**config.mk**
```make
export PLATFORM = sky130hd
export DESIGN_NAME = sw_input_reg
export DESIGN_NICKNAME = d
export VERILOG_FILES = /design/src/rtl/sw_input_reg.sv
export SDC_FILE = /design/constraint.sdc
export NUM_CORES = 1
export LEC_CHECK = 0
export BUFFER_PORTS_ARGS = -buffer_cell sky130_fd_sc_hd__buf_2
export CAP_MARGIN = 10
export CORE_UTILIZATION = 50
export DETAILED_ROUTE_END_ITERATION = 8
export GPL_ROUTABILITY_DRIVEN = 0
export PLACE_DENSITY = 0.72
export SLEW_MARGIN = 0
export SYNTH_ARGS = -nofsm -noshare
export SYNTH_HDL_FRONTEND = slang
export SYNTH_SLANG_ARGS = --single-unit
```
**constraint.sdc**
```tcl
create_clock -name clk -period 2.8 [get_ports clk]
set_clock_uncertainty 0.1 [all_clocks]
set_input_delay 0.14 -clock clk [delete_from_list [all_inputs] [get_ports clk]]
set_output_delay 0.14 -clock clk [all_outputs]
set_load 0.01 [all_outputs]
```
**src/rtl/sw_input_reg.sv**
```systemverilog
// Read-only switch input register: per-channel synchroniser, debounce filter and
// sticky change flags, read over a simple strobe interface with a maskable irq.
module sw_input_reg #(
    parameter int NCH          = 4,
    parameter int DATA_W       = 8,
    parameter int DEBOUNCE_CYC = 4,
    parameter int ACTIVE_LOW   = 0,
    parameter int PAD_BIT      = 1
) (
    input  logic              clk,
    input  logic              reset,
    input  logic              rd_en,
    input  logic              sel,
    input  logic [NCH-1:0]    irq_mask,
    input  logic [NCH-1:0]    sw_in,
    output logic [DATA_W-1:0] data_out,
    output logic              rd_valid,
    output logic              irq
);

    localparam int             CW  = $clog2(DEBOUNCE_CYC + 1);
    localparam logic [CW-1:0]  TC  = CW'(DEBOUNCE_CYC - 1);
    localparam logic           PAD = (PAD_BIT != 0);
    localparam logic           INV = (ACTIVE_LOW != 0);

    logic [NCH-1:0]    s1, s2, lvl;
    logic [NCH-1:0]    stable, stable_next;
    logic [NCH-1:0]    chg, chg_next, chg_set;
    logic [CW-1:0]     cnt      [NCH];
    logic [CW-1:0]     cnt_next [NCH];
    logic [DATA_W-1:0] rd_data;
    logic              irq_next;

    assign lvl = INV ? ~s2 : s2;

    always_comb begin
        stable_next = stable;
        chg_set     = '0;
        for (int i = 0; i < NCH; i++) begin
            cnt_next[i] = '0;
            if (lvl[i] != stable[i]) begin
                if (cnt[i] == TC) begin
                    stable_next[i] = lvl[i];
                    chg_set[i]     = 1'b1;
                end else begin
                    cnt_next[i] = cnt[i] + CW'(1);
                end
            end
        end
    end

    // A flag set in the same cycle as a clearing read survives the clear.
    always_comb begin
        chg_next = ((rd_en && sel) ? '0 : chg) | chg_set;
        irq_next = |(chg_next & irq_mask);
        rd_data  = {DATA_W{PAD}};
        rd_data[NCH-1:0] = sel ? chg : stable;
    end

    always_ff @(posedge clk) begin
        if (reset) begin
            s1       <= '0;
            s2       <= '0;
            stable   <= '0;
            chg      <= '0;
            data_out <= {DATA_W{PAD}};
            rd_valid <= 1'b0;
            irq      <= 1'b0;
            for (int i = 0; i < NCH; i++) cnt[i] <= '0;
        end else begin
            s1       <= sw_in;
            s2       <= s1;
            stable   <= stable_next;
            chg      <= chg_next;
            irq      <= irq_next;
            rd_valid <= rd_en;
            if (rd_en) data_out <= rd_data;
            for (int i = 0; i < NCH; i++) cnt[i] <= cnt_next[i];
        end
    end

endmodule

```
Yosys cells after proc, flatten, opt, wreduce, memory -nomap -nowiden --
Memories as Yosys holds them, arrays and structs flattened. Cells that the tools add are included.
Word-level totals: output and inout bits 10, memories kept 1, RAM bits 12, bits in registers 22
Operators by class: eq/ne operators 8, multiplexer cells 25, bitwise gates (word level) 6, $add $sub $neg 4, reductions and logical operators 6
Memories:
- cnt | words 4, width 3, read ports 4, clocked after Yosys merged registers in 0, write ports 4, RTL line 29 | logic [CW-1:0] cnt [NCH];
Operators by type and width (count):
- 3-bit 2-to-1 mux | 12
- 3-bit by 1-bit adder with 3-bit output, second input constant | 4
- 3-bit by 2-bit equality test with 1-bit output, second input constant | 4
- 1-bit 2-to-1 mux | 11
- 4-bit 2-to-1 mux | 2
- 2-bit AND reduction | 4
- 4-bit bitwise AND | 1
- 1-bit != test | 4
- 1-bit OR | 4
- 4-bit OR | 1
- 4-bit OR reduction | 1
- 1-bit logical AND | 1

Longest topological paths before layout --
An unclocked memory read counts as a cell.
word-level depth 7, depth in mapped cells 5, gate-level depth less buffers 5

Worst setup path before layout --
OpenSTA, ideal clock, no wires.
path type register -> register, start mem cnt[2][0] in the netlist's numbering, end reg irq, required time 2.578 ns, stages on the path, launching flop included 6, arrival time 1.214 ns, setup time 0.122 ns, clock period less this slack 1.436 ns, slack 1.364 ns, buffers on the path 0, cell sequence dfxtp_1 ha_1 ha_1 a22oi_2 nor2_2 a221o_1
RTL lines:
- start: declaration | RTL line 29
- end signal: assignment | RTL line 75 | irq <= irq_next;
- end: declaration | RTL line 18 | output logic irq

==> impl_metrics.py <==
metrics = {
    "outcome": {
        "status": "completed",
    },
    "clock_network": {
        "clk_pin_slew_worst_paths_ps": 100,
        "cts_made_buffers": 5,
        "postCtsSetupBuffers": 0,
        "cts_buffer_depth": 2,
        "gates_resized_cts_repair": 0,
        "ctsHoldBuffers": 6,
        "cts_root_buffer": "sky130_fd_sc_hd__clkbuf_4",
        "ctsHtreeMaxLevel": 2,
        "worst_skew_pair.late_latency_ps": 340,
        "numClockSinks": 34,
        "cts_tree": "built",
    },
    "grt": {
        "grt_antenna_before_repair": 0,
        "globalRoute.totalOverflow": 0,
        "grt_pass1_wl_um": 3370,
        "first_global_vias": 849,
        "grt_max_degree": 27,
        "grt.total_usage_pct": 18.0,
    },
    "power": {
        "power.density_nw_per_um2": 555,
        "post-layout-total-power_uw": 826,
        "cellLeakagePower_nw": 0.680,
        "ir_worst_vdd_uv": 445,
    },
    "worst_setup_path": {
        "cp-startpoint": "cnt[2][0]$_SDFF_PP0_",
        "critical_path.reg2reg.startpoint": "cnt[2][0]$_SDFF_PP0_",
        "cp_data_arrival_time_ps": 2210,
        "critPathMaxFanout": 3,
        "worst_ep_required_time_ps": 2930,
        "worst-setup-path-type": "reg -> reg",
        "end_kind": "register",
        "crit-reg2reg-capture": "irq$_SDFF_PP0_",
        "crit_end": "irq$_SDFF_PP0_",
        "ff2ff_path_depth": 6,
        "timing.reg2reg.setup_slack_ps": 720,
        "timing.critical_path.from_type": "register",
    },
    "detailed_routing": {
        "avgViaCountPerCell": 4.86,
        "drc": 0,
        "route.final.wire_length_um": 2020,
        "vias": 885,
        "wire_per_inst_um": 11.1,
        "initialDrtViolationCount": 5,
        "drtPass1Iterations": 3,
        "antenna_left": 0,
    },
    "timing": {
        "finalHoldWorstSlack_ps": 68.3,
        "period_minus_slack_ps": 2080,
        "maxSlewViolCount": 0,
        "rsz0062_at_grt": "false",
        "hold_violations": 0,
        "fmaxAchievable_ghz": 0.482,
        "setup-violations-final": 0,
        "timing.final.crit_share_pct": 74.1,
        "final.setup.worst_slack_ps": 724,
        "totalNegativeSetupSlack_ps": 0,
    },
    "cells_and_area": {
        "final_design_area_no_fill_um2": 1490,
        "finalNetCount": 171,
        "area_delta_synth_final_pct": 14.2,
        "drive_gt1_share_pct": 17.8,
        "final_util_pct": 60.0,
        "n_antenna_cell": 0,
        "fillers": 229,
        "final_cells": 182,
    },
    "floorplanning": {
        "placeableCoreArea_um2": 2480,
        "starting_density_pct": 52.5,
        "boundaryPins": 22,
        "die_width_um": 53.0,
        "design.die.area_um2": 2810,
        "std_cell_rows": 18,
        "die_h_um": 53.0,
    },
    "place": {
        "dp_cells": 168,
        "detailed_place.area_um2": 1370,
        "count_of_buffers_from_port_buffering": 17,
        "dpl_worst_slack_ps": 1290,
        "hpwl_um": 1420,
    },
    "synthesis": {
        "yosysWarningCount": 0,
        "ys_seq_area_share_pct": 52.3,
        "synth.avg_cell_area_um2": 10.2,
        "synth.ff_latch_count": 34,
        "ys_types": 24,
        "syn_inst": 127,
        "synth_area_um2": 1300,
    },
    "min_path": {
        "hold_path.class": "in -> reg",
    },
    "run": {
        "max_cap_violations": 0,
    },
}
[cell usage after synthesis]
master | count | area [um2]
sky130_fd_sc_hd__nor2_1 | 23 | 86.3
sky130_fd_sc_hd__or2_1 | 4 | 25.0
sky130_fd_sc_hd__nor2_2 | 1 | 6.26
sky130_fd_sc_hd__a221o_1 | 1 | 10.0
sky130_fd_sc_hd__xor2_1 | 4 | 35.0
sky130_fd_sc_hd__and3_1 | 4 | 25.0
sky130_fd_sc_hd__nand3_1 | 1 | 5.00
sky130_fd_sc_hd__a22oi_2 | 1 | 12.5
sky130_fd_sc_hd__a32oi_1 | 1 | 8.76
sky130_fd_sc_hd__a22oi_1 | 3 | 22.5
sky130_fd_sc_hd__nand2_1 | 4 | 15.0
sky130_fd_sc_hd__buf_6 | 2 | 22.5
sky130_fd_sc_hd__conb_1 | 1 | 3.75
sky130_fd_sc_hd__dfxtp_1 | 34 | 681
sky130_fd_sc_hd__a21oi_1 | 5 | 25.0
sky130_fd_sc_hd__nand2_4 | 1 | 11.3
sky130_fd_sc_hd__clkbuf_1 | 1 | 3.75
sky130_fd_sc_hd__ha_1 | 8 | 100
sky130_fd_sc_hd__nor2b_1 | 9 | 56.3
sky130_fd_sc_hd__buf_4 | 5 | 37.5
sky130_fd_sc_hd__inv_1 | 4 | 15.0
sky130_fd_sc_hd__mux2i_1 | 8 | 80.1
sky130_fd_sc_hd__a22o_1 | 1 | 8.76
sky130_fd_sc_hd__buf_2 | 1 | 5.00
[final cells by class]
type | instances | area [um2] | area share (%)
Multi-Input combinational cell | 83 | 548 | 36.9
Tap cell | 30 | 37.5 | 2.53
Timing Repair Buffer | 23 | 145 | 9.76
Sequential cell | 34 | 681 | 45.8
Clock buffer | 7 | 55.1 | 3.70
Clock inverter | 1 | 5.00 | 0.337
Inverter | 4 | 15.0 | 1.01
[placed cells by master, fill, tap and decap left out]
| cell type | n |
|---|---|
| sky130_fd_sc_hd__nand2_4 | 1 |
| sky130_fd_sc_hd__conb_1 | 4 |
| sky130_fd_sc_hd__nor2_2 | 1 |
| sky130_fd_sc_hd__clkbuf_8 | 1 |
| sky130_fd_sc_hd__mux2i_1 | 8 |
| sky130_fd_sc_hd__nand3_1 | 1 |
| sky130_fd_sc_hd__clkbuf_4 | 5 |
| sky130_fd_sc_hd__clkinv_2 | 1 |
| sky130_fd_sc_hd__a21oi_1 | 5 |
| sky130_fd_sc_hd__a22o_1 | 1 |
| sky130_fd_sc_hd__or2_1 | 4 |
| sky130_fd_sc_hd__nor2b_1 | 9 |
| sky130_fd_sc_hd__nand2_1 | 4 |
| sky130_fd_sc_hd__and3_1 | 4 |
| sky130_fd_sc_hd__a32oi_1 | 1 |
| sky130_fd_sc_hd__clkbuf_1 | 1 |
| sky130_fd_sc_hd__inv_1 | 4 |
| sky130_fd_sc_hd__nor2_1 | 23 |
| sky130_fd_sc_hd__buf_2 | 17 |
| sky130_fd_sc_hd__a221o_1 | 1 |
| sky130_fd_sc_hd__dlygate4sd3_1 | 6 |
| sky130_fd_sc_hd__a22oi_2 | 1 |
| sky130_fd_sc_hd__ha_1 | 8 |
| sky130_fd_sc_hd__dfxtp_1 | 34 |
| sky130_fd_sc_hd__xor2_1 | 4 |
| sky130_fd_sc_hd__a22oi_1 | 3 |
[logic make-up (layout without fill, tap and decap cells)]
kind of cell | Yosys count | after routing | share of synthesized area [%]
flops | 34 | 34 | 52.3
mux | 8 | 8 | 6.15
xor+xnor | 4 | 4 | 2.69
other cells | 1 | 4 | 0.288
fa+ha+maj | 8 | 8 | 7.69
compound gates | 12 | 12 | 6.73
buf+inv | 13 | 35 | 6.44
simple gates | 47 | 47 | 17.7
[state kept, by name, indices dropped and copies added (netlist names)]
| signal | cells |
|---|---|
| cnt | 12 |
| rd_valid | 1 |
| lvl | 4 |
| s1 | 4 |
| data_out | 4 |
| irq | 1 |
| chg | 4 |
| stable | 4 |
[critical path, cell delays in order, from the launching register on]
cell and delay (ps):
sky130_fd_sc_hd__dfxtp_1 330, sky130_fd_sc_hd__ha_1 190, sky130_fd_sc_hd__ha_1 220, sky130_fd_sc_hd__a22oi_2 170, sky130_fd_sc_hd__nor2_2 50, sky130_fd_sc_hd__a221o_1 360, sky130_fd_sc_hd__dlygate4sd3_1 560
[where the power goes]
| part | leakage, nW | internal (mW) | total (mW) | switching [mW] |
|---|---|---|---|---|
| registers | 0.277 | 0.495 | 0.500 | 0.00478 |
| clock network | 0.0353 | 0.122 | 0.274 | 0.153 |
| logic | 0.367 | 0.0234 | 0.0517 | 0.0283 |
| total | 0.680 | 0.640 | 0.826 | 0.186 |
[worst min-delay path by stage]
stage / start / to / slack (ps) / cells past startpoint
after floorplan: sw_in[0] / s1[0]$_SDFF_PP0_ / 170 / 1
after global placement: sw_in[1] / s1[1]$_SDFF_PP0_ / 250 / 2
after detailed placement: sw_in[1] / s1[1]$_SDFF_PP0_ / 260 / 2
after CTS: rd_en / rd_valid$_SDFF_PP0_ / 50 / 2
after global routing: rd_en / rd_valid$_SDFF_PP0_ / 50 / 2
final: rd_en / rd_valid$_SDFF_PP0_ / 70 / 2
[metal layers]
layer  global-route usage [%]  wire length [um]  up-vias
li1                         -                 -      458
met1                     19.1               925      397
met2                     28.7               934       22
met3                     6.03                83        8
met4                     14.5                74        0
met5                        0                 0        -
Power figures use the tool's default switching activity.
